$ cat config.mk
export PLATFORM = sky130hd
export DESIGN_NAME = uart_rx
export DESIGN_NICKNAME = d
export VERILOG_FILES = /design/src/rtl/uart_rx.sv
export SDC_FILE = /design/constraint.sdc
export NUM_CORES = 1
export LEC_CHECK = 0
export ABC_AREA = 1
export CAP_MARGIN = 40
export CORE_UTILIZATION = 56
export CTS_CLUSTER_SIZE = 10
export DETAILED_ROUTE_END_ITERATION = 7
export GPL_TIMING_DRIVEN = 0
export PLACE_DENSITY = 0.75
export SYNTH_ARGS = -nofsm -noshare
export SYNTH_HDL_FRONTEND = slang
export SYNTH_SLANG_ARGS = --single-unit
$ cat constraint.sdc
create_clock -name clk -period 1.75 [get_ports clk]
set_clock_uncertainty 0.15 [all_clocks]
set_input_delay 0.35 -clock clk [delete_from_list [all_inputs] [get_ports clk]]
set_output_delay 0.35 -clock clk [all_outputs]
set_load 0.02 [all_outputs]
$ cat src/rtl/uart_rx.sv
// ---------------------------------------------------------------------------
// uart_rx -- 8N1 UART receiver
//
// Receive-side counterpart of uart_tx, sitting at the board-level rs232 input
// pin. The serial line is synchronised into the clk domain, a falling edge
// opens a frame, the start bit is re-checked at mid-bit to reject glitches,
// eight data bits are sampled LSB-first at mid-bit and the stop bit is
// checked. A good frame updates data and pulses done for one cycle; a frame
// whose stop bit is low pulses frame_err and leaves data untouched.
//
// Parameters
//   CLK_FREQ  system clock frequency in Hz
//   BAUD      line rate in bit/s
//   BAUD_CNT  clocks per bit (>= 8), defaults to CLK_FREQ/BAUD
//
// Ports
//   clk        in   1  system clock, rising edge
//   rst        in   1  asynchronous reset, active-high
//   rs232_rx   in   1  serial line, idle high, asynchronous to clk
//   data       out  8  last correctly received byte
//   done       out  1  1-cycle pulse: new valid byte on data
//   frame_err  out  1  1-cycle pulse: stop bit sampled low, byte discarded
//   busy       out  1  high while a frame is being received
// ---------------------------------------------------------------------------
module uart_rx #(
    parameter int unsigned CLK_FREQ = 50_000_000,
    parameter int unsigned BAUD     = 115200,
    parameter int unsigned BAUD_CNT = CLK_FREQ / BAUD
) (
    input  logic       clk,
    input  logic       rst,
    input  logic       rs232_rx,
    output logic [7:0] data,
    output logic       done,
    output logic       frame_err,
    output logic       busy
);

    localparam int unsigned HALF  = BAUD_CNT / 2;
    localparam int unsigned CNT_W = (BAUD_CNT > 1) ? $clog2(BAUD_CNT) : 1;

    localparam logic [CNT_W-1:0] CNT_LAST = CNT_W'(BAUD_CNT - 1);
    localparam logic [CNT_W-1:0] CNT_MID  = CNT_W'(HALF - 1);

    typedef enum logic [1:0] {
        IDLE,
        START,
        DATA,
        STOP
    } state_t;

    state_t           state;
    logic [CNT_W-1:0] cnt;
    logic [2:0]       bit_idx;
    logic [7:0]       shreg;

    // Two-flop synchroniser plus one delay flop for edge detection.
    // All preset to 1 so reset looks like an idle line and cannot fake a
    // falling edge.
    logic rx_meta;
    logic rx_sync;
    logic rx_d;
    logic rx_fall;

    always_ff @(posedge clk or posedge rst) begin
        if (rst) begin
            rx_meta <= 1'b1;
            rx_sync <= 1'b1;
            rx_d    <= 1'b1;
        end else begin
            rx_meta <= rs232_rx;
            rx_sync <= rx_meta;
            rx_d    <= rx_sync;
        end
    end

    assign rx_fall = rx_d & ~rx_sync;

    // Receive FSM. The start bit is checked at its midpoint, after which the
    // counter is restarted so every later sample lands one full bit period
    // later, i.e. at the middle of each data bit and of the stop bit.
    // The FSM returns to IDLE at mid stop bit so a start bit that follows
    // immediately is still caught by its falling edge. A line held low
    // after a bad frame never produces a falling edge, so a break does not
    // repeat frame_err.
    always_ff @(posedge clk or posedge rst) begin
        if (rst) begin
            state     <= IDLE;
            cnt       <= '0;
            bit_idx   <= '0;
            shreg     <= '0;
            data      <= '0;
            done      <= 1'b0;
            frame_err <= 1'b0;
            busy      <= 1'b0;
        end else begin
            done      <= 1'b0;
            frame_err <= 1'b0;

            case (state)
                IDLE: begin
                    cnt <= '0;
                    if (rx_fall) begin
                        state <= START;
                        busy  <= 1'b1;
                    end
                end

                START: begin
                    if (cnt == CNT_MID) begin
                        cnt <= '0;
                        if (rx_sync) begin
                            // Line back high at mid start bit: glitch.
                            state <= IDLE;
                            busy  <= 1'b0;
                        end else begin
                            state   <= DATA;
                            bit_idx <= '0;
                        end
                    end else begin
                        cnt <= cnt + 1'b1;
                    end
                end

                DATA: begin
                    if (cnt == CNT_LAST) begin
                        cnt     <= '0;
                        // LSB arrives first, so shift in from the top.
                        shreg   <= {rx_sync, shreg[7:1]};
                        bit_idx <= bit_idx + 3'd1;
                        if (bit_idx == 3'd7) begin
                            state <= STOP;
                        end
                    end else begin
                        cnt <= cnt + 1'b1;
                    end
                end

                STOP: begin
                    if (cnt == CNT_LAST) begin
                        cnt   <= '0;
                        state <= IDLE;
                        busy  <= 1'b0;
                        if (rx_sync) begin
                            data <= shreg;
                            done <= 1'b1;
                        end else begin
                            frame_err <= 1'b1;
                        end
                    end else begin
                        cnt <= cnt + 1'b1;
                    end
                end

                default: begin
                    state <= IDLE;
                    cnt   <= '0;
                    busy  <= 1'b0;
                end
            endcase
        end
    end

endmodule

# ---- Word-level counts from Yosys, hierarchy flattened
# Cells that the tools add are included.
dict set report op_classes {
  addsub 2
  eq_ne 13
  mux 25
  n_bitwise 2
  reduce_logical 9
}
# cell count
set ops {}
lappend ops {{9-bit case mux with 3 select lines} 1}
lappend ops {{9-bit two-way mux} 2}
lappend ops {{2-bit != test, second input constant} 7}
lappend ops {{2-bit two-way mux} 6}
lappend ops {{1-bit two-way mux} 10}
lappend ops {{5-bit AND reduction} 2}
lappend ops {{9-bit by 1-bit adder with 9-bit output, second input constant} 1}
lappend ops {{9-bit by 8-bit == test with 1-bit output, second input constant} 1}
lappend ops {{9-bit == test, second input constant} 1}
lappend ops {{3-bit two-way mux} 3}
lappend ops {{2-bit case mux with 4 select lines} 1}
lappend ops {{3-bit case mux with 2 select lines} 1}
lappend ops {{2-bit == test, second input constant} 2}
lappend ops {{4-bit AND reduction} 1}
lappend ops {{3-bit by 1-bit adder with 3-bit output, second input constant} 1}
lappend ops {{3-bit == test, second input constant} 1}
lappend ops {{1-bit case mux with 3 select lines} 1}
lappend ops {{3-bit AND reduction} 1}
lappend ops {{3-bit nonzero test} 1}
lappend ops {{2-bit by 1-bit == test with 1-bit output, second input constant} 1}
lappend ops {{2-bit logical NOT} 1}
lappend ops {{2-bit AND reduction} 1}
lappend ops {{2-bit nonzero test} 1}
lappend ops {{2-bit OR reduction} 1}
lappend ops {{other kinds (2)} 2}
dict set report word_totals {
  ff_bits 36
  inputBits 3
  out_inout_bits 11
}

# ---- Depth between registers and ports, before layout
# Gate-level depths: netlist (run 1).
dict set report depth {
  ltp_word 4
  depth_mapped 10
  depth_no_buf 10
}

# ---- Worst setup path after synthesis (run 1)
# Ideal clock, no wire load.
dict set report synth_timing {
  path_kind {register -> register}
  from {register cnt[1]}
  to {register data[1]}
  setup_ns 0.118
  t_arrival_ns 1.254
  path_slack_ns 0.228
  path_stages_with_launch 11
  n_path_buf 1
  synth_period_minus_slack_ns 1.522
  cell_sequence {dfrtp_1 -> inv_1 -> ha_1 -> nand2_1 -> nor2_4 -> nand2_4 -> inv_4 -> nand3_4 -> buf_6 -> nand2_2 -> o21ai_2}
}
dict set report synth_between {
  elab_chain_len 2
}
# element line
set synth_rtl {}
lappend synth_rtl {{from (decl)} 53} ;# logic [CNT_W-1:0] cnt;
lappend synth_rtl {{from (signal assigned)} 121} ;# cnt <= cnt + 1'b1;
lappend synth_rtl {{from (signal assigned)} 135} ;# cnt <= cnt + 1'b1;
lappend synth_rtl {{from (signal assigned)} 151} ;# cnt <= cnt + 1'b1;
lappend synth_rtl {{9-bit == test} 140} ;# if (cnt == CNT_LAST) begin
lappend synth_rtl {{3-bit AND reduction (no line)} n/a}
lappend synth_rtl {{to (signal assigned)} 145} ;# data <= shreg;
lappend synth_rtl {{to (decl)} 33} ;# output logic [7:0] data,
# Every way passes these cells.
# A chain may end at the register's enable or synchronous reset.

# ---- Final worst setup path (run 1)
dict set report layout_timing {
  from {register cnt[1]}
  to {register data[5]}
}
# Same word-level chain as after synthesis.

==> results of run 1 <==
layout make-up:
cell class	count	area [µm²]
repair buffers	18	191
plain buffers	2	31.3
well taps	31	38.8
inverters	31	119
flip-flops and latches	36	906
fillers	214	790
multi-input cells	117	661
clock buffers	8	68.8
where the power goes:
part           leakage [nW]  total (W)  internal, W  switching [W]
registers             0.479    0.00102     0.000919       0.000102
clock network        0.0386   0.000512     0.000236       0.000276
logic                 0.543   0.000628     0.000218       0.000410
total                  1.06    0.00216      0.00137       0.000788
cells in the mapped netlist:
| library cell | n |
|---|---|
| sky130_fd_sc_hd__nand2_1 | 46 |
| sky130_fd_sc_hd__dfrtp_1 | 33 |
| sky130_fd_sc_hd__inv_1 | 23 |
| sky130_fd_sc_hd__nor2_1 | 18 |
| sky130_fd_sc_hd__o21ai_0 | 10 |
| sky130_fd_sc_hd__o21ai_2 | 8 |
| sky130_fd_sc_hd__inv_2 | 7 |
| sky130_fd_sc_hd__nand3_1 | 6 |
| sky130_fd_sc_hd__ha_1 | 5 |
| sky130_fd_sc_hd__nand2_2 | 4 |
| sky130_fd_sc_hd__nand4_1 | 4 |
| sky130_fd_sc_hd__xor2_1 | 4 |
| sky130_fd_sc_hd__dfstp_2 | 3 |
| sky130_fd_sc_hd__nor2_4 | 3 |
| sky130_fd_sc_hd__nor3_1 | 2 |
| sky130_fd_sc_hd__xnor2_1 | 2 |
| sky130_fd_sc_hd__a21oi_1 | 1 |
| sky130_fd_sc_hd__buf_4 | 1 |
| sky130_fd_sc_hd__buf_6 | 1 |
| sky130_fd_sc_hd__inv_4 | 1 |
| sky130_fd_sc_hd__nand2_4 | 1 |
| sky130_fd_sc_hd__nand3_4 | 1 |
| sky130_fd_sc_hd__nor2_2 | 1 |
| sky130_fd_sc_hd__or2_0 | 1 |
worst max-delay path by stage:
stage                               end  slack, ps
floorplan           data[1]$_DFFE_PP0P_        230
global placement       busy$_DFFE_PP0P_       -270
detailed placement  data[2]$_DFFE_PP0P_         70
CTS                 data[2]$_DFFE_PP0P_         50
global route        data[5]$_DFFE_PP0P_         -9
finish              data[5]$_DFFE_PP0P_         60
cell families after synthesis:
kind of cell / synth area share, %
AO/OA/AOI/OAI: 7.41
adder cells (fa/ha/maj): 3.71
XOR/XNOR: 3.11
AND/OR/NAND/NOR: 24.0
flip-flops: 53.6
buffers and inverters: 8.15
metrics by stage:
stage	cells	power, W
detailed placement	231	0.00164
floorplan	186	0.00150
finish	243	0.00216
global placement	230	0.00161
global route	243	0.00230
CTS	239	0.00214
timing repair:
action,CTS,global route
setup endpoints to repair,11,11
gates cloned,0,1
setup buffers,0,3
pin swaps,0,3
gates resized for setup,11,8
per-layer routing:
metal	vias up	global-route usage [%]
met2	25	34.6
met5	-	0
li1	622	-
met1	580	25.9
met3	6	7.14
met4	0	7.32
flip-flops by register name, indices dropped and copies added (netlist names), 3 cells and up, named ones only:
register / cells
data: 8
shreg: 8
bit_idx: 3
cnt: 9
worst register-to-register path, stage by stage, from the launching register on:
cell and delay [ps]:
sky130_fd_sc_hd__dfrtp_1 420, sky130_fd_sc_hd__inv_2 90, sky130_fd_sc_hd__ha_4 120, sky130_fd_sc_hd__nand2_2 60, sky130_fd_sc_hd__nor2_4 130, sky130_fd_sc_hd__nand2_4 110, sky130_fd_sc_hd__inv_4 100, sky130_fd_sc_hd__nand3_4 120
sky130_fd_sc_hd__buf_4 180, sky130_fd_sc_hd__nand2_1 70, sky130_fd_sc_hd__o21ai_2 50
==> run summary, run 1 <==
The most common cell after layout, fill and taps aside is sky130_fd_sc_hd__nand2_1. The final count of hold timing violations is 0. In the routed design, unresolved DRC markers number 2.

The number of nets with antenna violations after detailed routing came out at 0. For this configuration, the core starts out at a cell density of between 60% and 70%. The least setup slack across all paths after layout came out at 59.2 ps. The number of setup violations in the final report came out at 0. The run finished, with violations left. The internal reg-to-reg setup slack came out at approximately 60 ps. The weighted congestion at the end of routability-driven global placement is 0.857. The total leakage power is approximately 1.1 nW.

The detailed-routing wirelength on met1 is approximately 1.4 mm. The cell area after placement is around 1900 µm². The area growth from synthesis to layout is 19.4%.

The number of flip-flops and latches in the synthesized netlist is 36. The register clock-pin slew on the reported worst setup and hold paths came out at roughly 100 ps. The average cell area after synthesis is approximately 9.1 µm². Walking the worst path, the cells encountered are inv_2 -> ha_4 -> nand2_2 -> nor2_4 -> nand2_4 -> inv_4 -> nand3_4 -> buf_4 -> nand2_1 -> o21ai_2. The arrival time of the worst setup path is 1780 ps. The number of H-tree levels came out at 2. The total standard cell area after synthesis came out at between 1500 and 2000 µm².

The fraction of layout cells with a size suffix above 1 came out at approximately 22%. The number of antenna repair diodes came out at 0. The number of violations of the max-capacitance limit is 0. For the pin with the worst max-slew slack, the measured transition is approximately 660 ps.

In this run the vertical extent of the chip is about 57 µm. The biggest area contributor in the post-synthesis netlist is sky130_fd_sc_hd__dfrtp_1. The worst hold path belongs to the class reg2reg. The power per standard cell area came out at about 1100 nW/µm².

The max-slew violation total from the final report came out at 0. The path with the worst hold slack has its endpoint at rx_sync$_DFF_PP1_. The count of buffers inserted at the top-level ports is 13. The critical path is of the reg2reg type. The number of different library cells used by synthesis comes to 24. Counting buffers and inverters, the worst setup path is 10 cells deep. The worst setup path is captured at a flip-flop. Among cell families on the critical path, the largest total delay comes from simple AND/OR/NAND/NOR gates. The checks that failed: design-rule violations.

Synthesis produced a netlist with a net count of 194. Before CTS, the worst setup slack after placement is ~72 ps. The top fanout value on the critical path is 8.

The total global routing overflow is 0. The detailed route wirelength on metal3 came out at roughly 130 µm. The first element of the critical path is cnt[1]$_DFF_PP0_. The final route contains about 1.2k vias. The share of the cycle needed by the critical path after routing is 96.6%. The final-stage net count came out at about 220. In the post-synthesis netlist, the biggest area contributors are sky130_fd_sc_hd__dfrtp_1 49%, sky130_fd_sc_hd__nand2_1 10%, sky130_fd_sc_hd__inv_1 5.1%.

The smallest hold slack came out at about 210 ps. The delay of the slowest critical-path stage is around 420 ps. The worst hold path passes through 0 cells. STA classifies the critical path startpoint as a flip-flop.

The fraction of synthesized cell area taken by the top area cell type came out at between 40% and 50%. The die outline width is around 57 µm. The final sum of negative setup slack came out at 0 ps.

The highest metal layer carrying signal wires in the routed design is met4. The placement row count came out at 19. The number of DRC violations after detailed-routing iteration 0 came out at 27. Static timing analysis puts the maximum clock frequency at 0.591 GHz. TritonCTS built the clock tree.

The wire length of the first global-routing pass came out at a little over 5 mm. The end of the worst register-to-register path is data[5]$_DFFE_PP0P_. In the layout the commonest cells are 45 x sky130_fd_sc_hd__nand2_1, 32 x sky130_fd_sc_hd__dfrtp_1, 22 x sky130_fd_sc_hd__inv_1, 18 x sky130_fd_sc_hd__nor2_1, 11 x sky130_fd_sc_hd__dlygate4sd2_1.

The clock net in this run drives a total of 36 sinks. The placeable core region is 2810 µm². The detailed-route wire length per cell is approximately 12 µm.

The maximum root-to-sink buffer count came out at 2. In the detailed route, the total length drawn on met2 is 1.48 mm. The area of the die came out at 3240 µm². The worst max-slew margin expressed relative to the limit is between 50% and 60%. TritonCTS created 5 clock buffers. The initial antenna violation count is 0. In the routed layout, each cell is associated on average with a via count of 5.07. The total wire length after detailed routing came out at slightly above 3 mm. The required arrival time at the worst endpoint came out at around 1800 ps. The number of global-route vias before repair is 1191. Counting both buffers and inverters, the worst setup path holds a total of 3. The worst-case vdd ir drop came out at 720 µV.

The first detailed-routing pass took 6 iterations. The cell area after layout came out at slightly above 2000 µm². Hold repair after CTS inserted 0 buffers. In this run the count of I/O pins placed on the die edge is 14. Entering global routing, the biggest net connects 22 pins. Counting I/O delays and the setup requirement, the final critical path takes between 1500 and 2000 ps. The worst register-to-register path has a depth of 10. The origin of the worst min-delay path is rx_meta$_DFF_PP1_.

The global-route usage over all layers came out at a little over a fifth. The clock latency of the later-clocked register in the worst-skew pair is about 350 ps. The cell sitting at the root of the clock tree is a sky130_fd_sc_hd__clkbuf_4. The post-synthesis cell count came out at 186. The half-perimeter wire length after placement came out at 2.08 mm. The final cell utilization of the core is 71.9%. In this run the critical register-to-register path is launched from cnt[1]$_DFF_PP0_.

The share of the Yosys chip area taken by registers is 53.6%. The total number of yosys warnings is 0. Among all stages on the critical path, the largest delay is contributed by sky130_fd_sc_hd__dfrtp_1.
Note: power is estimated with default switching activity, not from simulation.
==> run 2: changes to the inputs <==
--- a/config.mk
+++ b/config.mk
@@ -5,13 +5,13 @@
 export SDC_FILE = /design/constraint.sdc
 export NUM_CORES = 1
 export LEC_CHECK = 0
-export ABC_AREA = 1
+export ABC_AREA = 0
 export CAP_MARGIN = 40
 export CORE_UTILIZATION = 56
 export CTS_CLUSTER_SIZE = 10
 export DETAILED_ROUTE_END_ITERATION = 7
 export GPL_TIMING_DRIVEN = 0
-export PLACE_DENSITY = 0.75
+export PLACE_DENSITY = 0.76
 export SYNTH_ARGS = -nofsm -noshare
 export SYNTH_HDL_FRONTEND = slang
 export SYNTH_SLANG_ARGS = --single-unit
==> run summary, run 2 <==
The die is between 50 and 60 µm wide. The final cell utilization of the core came out at between 70% and 80%. In the layout the commonest cells are 31 x sky130_fd_sc_hd__dfrtp_1, 14 x sky130_fd_sc_hd__buf_4, 11 x sky130_fd_sc_hd__dlygate4sd2_1.

The share of the cycle needed by the critical path after routing came out at 113%. The total number of yosys warnings is 0. The region available for standard cell placement spans roughly 2700 µm².

The number of H-tree levels came out at 2. The post-synthesis cell count came out at ~130. The worst min-delay path category is reg2reg. The number of violations of the max-capacitance limit came out at 0. The fraction of synthesized cell area taken by the top area cell type came out at roughly half. The share of flip-flops with an asynchronous set or reset after synthesis is 100%.

The count of buffers inserted at the top-level ports came out at 13. The synthesis-to-finish area growth came out at 31.3%. The number of placed instances, taps included came out at roughly 170. The number of buffers inserted during clock tree synthesis is 5. Detailed routing inserted a total of between 1k and 1.5k vias. Dividing the detail-routed via count by the number of cells gives between 6 and 7. The register with the most flip-flops in the final layout is cnt. The internal reg-to-reg setup slack is -230 ps.

The worst hold path begins at rx_meta$_DFF_PP1_. The number of setup violations in the final report came out at 31. The required arrival time at the worst endpoint is 1820 ps. The initial antenna violation count is 0. The number of flip-flops in the largest register came out at 9.

The least setup slack across all paths after layout is -229 ps. Counting flops with a built-in enable in the synthesized netlist gives 0. The library cell used most frequently in the layout, excluding fill and tap cells, is sky130_fd_sc_hd__dfrtp_1. The final layout contains routed wiring with a total length of 3.36 mm. The endpoint class of the critical path is a flip-flop.

The final-stage net count is ~170. The worst hold path terminates at rx_sync$_DFF_PP1_. The number of flip-flops and latches in the synthesized netlist is 36.

STA classifies the critical path startpoint as a flip-flop. Summing every instance area after synthesis gives 1610 µm². The number of DRC violations after detailed-routing iteration 0 is 23.

The number of nets with antenna violations after detailed routing came out at 0. Entering global routing, the biggest net connects 22 pins. The wire length of the first global-routing pass came out at between 5 and 6 mm. The maximum root-to-sink buffer count is 2. The final count of hold timing violations is 0.

The run finished, with violations left. The starting utilization of the core area came out at around 59%. Yosys attributes the largest share of cell area to sky130_fd_sc_hd__dfrtp_1 51%, sky130_fd_sc_hd__mux2_2 11%, sky130_fd_sc_hd__dfstp_2 4.9%. Summed over all layers, the global routing overflow is 0. A synthesized cell averages 12.8 µm². The largest registers in the layout are cnt (9), data (8), shreg (8).

The detailed-route wire length per cell is roughly 17 µm. The total iterations of the first detailed-routing run came out at 4. The global-route usage over all layers is approximately a quarter. TritonCTS built the clock tree.

The share of synthesized area occupied by flip-flops and latches came out at a little under three fifths. The clock latency of the later-clocked register in the worst-skew pair came out at 340 ps. The half-perimeter wire length after placement is just over 2 mm. The area of the die is a little over 3000 µm².

The critical path is of the reg2reg type. In this run the critical register-to-register path is captured at state[0]$_DFFE_PP0P_. The predominant post-synthesis flop cell is sky130_fd_sc_hd__dfrtp_1.

The number of different library cells used by synthesis comes to 37. The synthesized net count came out at about 130. The clock period minus worst slack came out at 1980 ps. After filler insertion, the fill cell instance count of the layout stands at between 150 and 200. The worst-margin pin slew is approximately 700 ps.

The max-slew violation total from the final report came out at 0. The number of standard cells in the final layout excluding fillers is 194. The total leakage power came out at between 1 and 1.5 nW.

The arrival time of the worst setup path is 2050 ps. The top fanout value on the critical path is 5. The die outline height is around 56 µm.

Of the cells placed in the final design, the portion with a size suffix greater than 1 is slightly below 40%. Counting cells, the worst reg-to-reg path comes to 3. The register clock-pin slew on the reported worst setup and hold paths is around 110 ps. The floorplan has 19 rows.

The most common cell in the synthesized netlist is sky130_fd_sc_hd__dfrtp_1. The number of remaining DRC errors is 0. The startpoint of the worst-slack reg-to-reg timing path is cnt[2]$_DFF_PP0_.

The total number of clock tree sinks is 36. Setup repair after global routing could not meet its margin everywhere. The power per standard cell area came out at about 940 nW/µm². The congestion estimate from routability-driven global placement came to between 0.7 and 0.8. 14 I/O pins were placed. The repair_antennas step left the layout with diodes totalling 0. Counting instances, the worst hold path has a depth of 0. In this run the tightest slew margin relative to its limit is between 50% and 60%.

After synthesis, the most frequently instantiated cells are 33 x sky130_fd_sc_hd__dfrtp_1, 16 x sky130_fd_sc_hd__mux2_2, 10 x sky130_fd_sc_hd__inv_1. CTS placed an instance of sky130_fd_sc_hd__clkbuf_4 at the clock tree root. The highest clock frequency the design can meet is between 0.5 and 0.6 GHz. The final reports fail on negative setup slack. The number of global-route vias before repair came to between 1k and 1.5k. The post-synthesis cell type with the largest combined area is sky130_fd_sc_hd__dfrtp_1. The worst-case vdd ir drop came out at roughly 840 µV.
-- run 2: changes by cell type after synthesis, sizes merged, moves of 3 or more --
cell   previous run  this run
inv              31        10
mux2i             0         3
xor2              4         1
o21ai            18         4
a21oi             1         5
a22oi             0         4
o41ai             0         3
nand3             7         3
nor2             22         0
or3               0         3
mux2              0        16
nand2            51         3
-- run 2: critical path: stages, from the launching register on --
cell and delay [ps]:
sky130_fd_sc_hd__dfrtp_2 440, sky130_fd_sc_hd__or4b_4 590, sky130_fd_sc_hd__or2_0 230, sky130_fd_sc_hd__mux4_2 460
-- run 2: cell families after synthesis --
group / Yosys count / synth area share, %
fa+ha+maj: 5 / 3.89
compound gates: 21 / 9.11
mux: 20 / 14.5
buf+inv: 13 / 3.27
simple gates: 28 / 11.4
flops: 36 / 56.3
xor+xnor: 3 / 1.63
-- run 2: area by class of cell --
cell class / instances / area [µm²] / area share, %
multi-input cells: 77 / 757 / 35.9
repair buffers: 31 / 283 / 13.4
flip-flops and latches: 36 / 907 / 43.0
inverters: 10 / 41.3 / 1.96
well taps: 31 / 38.8 / 1.84
clock buffers: 7 / 65.1 / 3.08
plain buffers: 2 / 18.8 / 0.889
-- run 2: layer usage --
layer  vias to the layer above  global-route usage (%)  part of all wire, %
li1                        541                       -                    -
met1                       596                    28.8                   43
met2                        26                    38.6                   50
met3                        12                    5.81                  3.4
met4                         0                    11.4                  3.7
met5                         -                       0                    0
-- run 2: worst max-delay path by stage --
stage                                      end              from  cells past startpoint
final                     state[0]$_DFFE_PP0P_  cnt[2]$_DFF_PP0_                      3
after global routing      state[0]$_DFFE_PP0P_  cnt[2]$_DFF_PP0_                      3
after CTS                 state[0]$_DFFE_PP0P_  cnt[8]$_DFF_PP0_                      4
after detailed placement   data[7]$_DFFE_PP0P_  cnt[1]$_DFF_PP0_                      5
after global placement     data[7]$_DFFE_PP0P_  cnt[1]$_DFF_PP0_                      5
after floorplan           state[0]$_DFFE_PP0P_  cnt[5]$_DFF_PP0_                      4
-- run 2: what timing repair did --
action,CTS,global route
cloned,0,0
setup endpoints to repair,41,31
hold buffers,0,0
pin swaps,3,3
gates resized for setup,18,15
setup buffers,11,6
-- run 2: where the power goes --
group	switching [W]	internal, W
Clock	0.000263	0.000228
Combinational	0.000231	0.000235
Sequential	0.0000992	0.000919
-- run 2: stage by stage --
step | setup TNS (ps) | hold slack (ps) | cell area (µm²) | total power, W | setup slack (ps)
floorplan | -852 | 195 | 1650 | 0.00126 | -212
global placement | -13620 | 196 | 1820 | 0.00132 | -267
detailed placement | -6370 | 197 | 1840 | 0.00136 | -343
CTS | -3440 | 212 | 2000 | 0.00193 | -238
global route | -4740 | 211 | 2110 | 0.00208 | -276
finish | -2370 | 200 | 2110 | 0.00197 | -229
==> run 3: changes to the inputs <==
--- a/config.mk
+++ b/config.mk
@@ -7,6 +7,7 @@
 export LEC_CHECK = 0
 export ABC_AREA = 0
 export CAP_MARGIN = 40
+export CORE_ASPECT_RATIO = 1.5
 export CORE_UTILIZATION = 56
 export CTS_CLUSTER_SIZE = 10
 export DETAILED_ROUTE_END_ITERATION = 7
==> run summary, run 3 (synthesized netlist as in run 2, its figures left out) <==
Leaving out fill and tap cells, the most frequent cell in the layout is sky130_fd_sc_hd__dfrtp_1. The initial utilization of the core area, before any placement, comes to between 50% and 60%. The tree is rooted in a sky130_fd_sc_hd__clkbuf_8. After layout, the worst path uses 115% of the clock period. The worst max-slew margin expressed relative to the limit came out at a little over two thirds.

The total global routing overflow is 0. The register with the most flip-flops in the layout has 9 of them. The maximum root-to-sink buffer count is 2.

The worst min-delay path category is reg2reg. The top fanout value on the critical path came out at 4. The end of the worst register-to-register path is shreg[6]$_DFFE_PP0P_. The number of remaining DRC errors is 0.

The average via count per standard cell is a little under 6. The final cell utilization of the core came out at between 80 and 90%. The largest registers in the layout are cnt (9), data (8), shreg (8). Walking the worst path, the cells encountered are inv_2 -> ha_4 -> nand4b_1 -> nor4_4 -> buf_4 -> mux2_4.

The number of antenna diodes in the final layout is 0. The worst setup path is captured at a flip-flop. The number of H-tree levels came out at 2. The startpoint identified for the worst hold timing path is rx_meta$_DFF_PP1_. The count of nets left with antenna violations once routing finished came out at 0. The clock latency of the later-clocked register in the worst-skew pair is approximately 290 ps. Setup violations remaining at the end of the flow were counted as 31. The clock power share came out at about 34%. The maximum number of pins on one net before global-route repair came out at 15. The placeable core region is 2710 µm². The count of buffers inserted at the top-level ports came out at 13.

The final reports fail on negative setup slack. The weighted congestion at the end of routability-driven global placement came out at 0.764. The detailed-route wire length per cell came out at between 15 and 20 µm. The placement row count is 23. The max-slew violation total from the final report came out at 0. For this run, the top clock speed supported by timing is between 0.4 and 0.5 GHz. The end point of the worst hold path is rx_sync$_DFF_PP1_. The worst setup path is of the reg2reg kind. The final count of hold timing violations was 0. The number of fill cells came out at approximately 170. The number of buffers inserted during clock tree synthesis came out at 5. The total design power came out at 0.00233 W. The final layout contains ~170 nets. For the pin with the worst max-slew slack, the measured transition is around 450 ps.

The total iterations of the first detailed-routing run came out at 4. The routed layout has roughly 1.2k vias. The wire length of the first global-routing pass came out at approximately 6 mm. Max-cap violations in this run came to 0. Compared with the post-synthesis result, the final layout area differs by 39.6%. The number of DRC violations after detailed-routing iteration 0 came out at 36. The least setup slack across all paths after layout is -262 ps. The part of the total power dissipated in sequential elements is a little over two fifths. The initial antenna violation count came out at 0. For the worst setup path, the data required time is ~1800 ps. The total number of clock tree sinks came out at 36. cnt holds more flip-flops than any other register.

The number of placed instances, taps included is 178. In the layout the commonest cells are 30 x sky130_fd_sc_hd__dfrtp_1, 15 x sky130_fd_sc_hd__buf_4, 8 x sky130_fd_sc_hd__inv_1, 8 x sky130_fd_sc_hd__mux2_2, 8 x sky130_fd_sc_hd__mux2_4. The global-route usage over all layers is ~28%. The number of global-route vias before repair is approximately 1.3k. The flow ran to the end, but the final reports show violations.

For this design the static power due to leakage is between 1 and 1.5 nW. The delay of the slowest critical-path stage came out at ~390 ps. Setup repair after global routing could not meet its margin everywhere. In this run the horizontal extent of the chip is between 40 and 50 µm. The fraction of layout cells with a size suffix above 1 is 40.1%. For this run, the number of standard cells in the final layout without fillers is 204.

The CTS tree is yes. Power spread over the standard cell area amounts to 1040 nW/µm². 14 I/O pins were placed. In this run switching power makes up 28.0% of total power. Summed over all nets, the half-perimeter wirelength after detailed placement is 2.09 mm. The area of the die is about 3100 µm². The critical path launch point type is a flip-flop. The die outline height is 67.6 µm. The arrival time of the worst setup path came out at just over 2000 ps.

The library cell contributing the largest single delay on the critical path is sky130_fd_sc_hd__dfrtp_1. VDD sags by at most roughly 1200 µV. The net switching component of the power is around 0.00065 W. Per report_power, the combinational group accounts for between 20% and 30% of the total. The register clock-pin slew on the reported worst setup and hold paths is approximately 70 ps. Counting cells, the worst reg-to-reg path comes to 6.

The internal cell power is between 0.0015 and 0.002 W. The internal reg-to-reg setup slack is -260 ps. The clock period minus worst slack is between 2000 and 2500 ps. The startpoint of the worst-slack reg-to-reg timing path is cnt[1]$_DFF_PP0_.

The instance count along the most critical hold path is 0. The total wire length after detailed routing is a little over 4 mm.
-- run 3: changes by cell type in the layout (fill, tap and decap cells not counted), moves of 2 or more --
cell                              before  now
sky130_fd_sc_hd__clkbuf_8              2    7
sky130_fd_sc_hd__buf_8                 0    2
sky130_fd_sc_hd__buf_6                 4    6
sky130_fd_sc_hd__clkbuf_4              6    0
sky130_fd_sc_hd__dlygate4sd2_1        11    3
sky130_fd_sc_hd__clkdlybuf4s50_1       2    4
sky130_fd_sc_hd__dlymetal6s2s_1        0    6
-- run 3: metrics by stage --
stage                     setup TNS, ps  area, µm²  worst slack, ps  hold WS, ps
after floorplan                    -852       1650             -212          195
after global placement           -14820       1820             -295          196
after detailed placement          -6360       1850             -345          200
after CTS                         -1170       2150             -119          211
after global routing              -6090       2240             -329          214
final                             -4040       2240             -262          210
-- run 3: cell type report --
| cell class | instances | area [µm²] | share of cell area, % |
|---|---|---|---|
| buffer | 2 | 22.5 | 1.00 |
| clock buffer | 7 | 96.3 | 4.29 |
| clock inverter | 1 | 30.0 | 1.34 |
| sequential | 36 | 908 | 40.5 |
| timing repair buffer | 34 | 329 | 14.7 |
| inverter | 10 | 41.3 | 1.84 |
| multi-input combinational | 77 | 771 | 34.3 |
| tap | 37 | 46.3 | 2.06 |
-- run 3: worst max-delay path, delay by kind of cell (launching register included) --
family	cells	cell delay, ps
fa+ha+maj	1	130
buf+inv	2	320
flops	1	390
mux	1	320
simple gates	2	580
-- run 3: timing repair --
item	4_1_cts	5_1_grt
setup buffers	13	5
gates cloned	1	1
setup endpoints to repair	33	37
resized for setup	21	16
hold buffers	0	0
pin swaps	3	2
-- run 3: power groups by stage --
stage	sequential (W)	combinational (W)	clock [W]
finish	0.00102	0.000505	0.000802
global route	0.00104	0.000555	0.000842
CTS	0.00101	0.000449	0.000805
detailed placement	0.00105	0.000313	0
global placement	0.00104	0.000288	0
floorplan	0.00101	0.000246	0
-- run 3: worst max path at each step --
stage                          start                     end  slack, ps  cells after the start
floorplan           cnt[5]$_DFF_PP0_    state[0]$_DFFE_PP0P_       -210                      4
global placement    cnt[1]$_DFF_PP0_     data[7]$_DFFE_PP0P_       -290                      5
detailed placement  cnt[1]$_DFF_PP0_     data[6]$_DFFE_PP0P_       -350                      5
CTS                 cnt[8]$_DFF_PP0_    state[0]$_DFFE_PP0P_       -120                      3
global route        cnt[1]$_DFF_PP0_  bit_idx[0]$_DFFE_PP0P_       -330                      7
finish              cnt[1]$_DFF_PP0_    shreg[6]$_DFFE_PP0P_       -260                      6
-- run 3: per-layer routing --
metal	vias to the layer above	wire, µm	GRT usage [%]
met5	-	0	0
met4	0	181	14.3
met3	15	156	7.49
met2	46	2230	50.2
met1	604	1460	27.4
li1	545	-	-
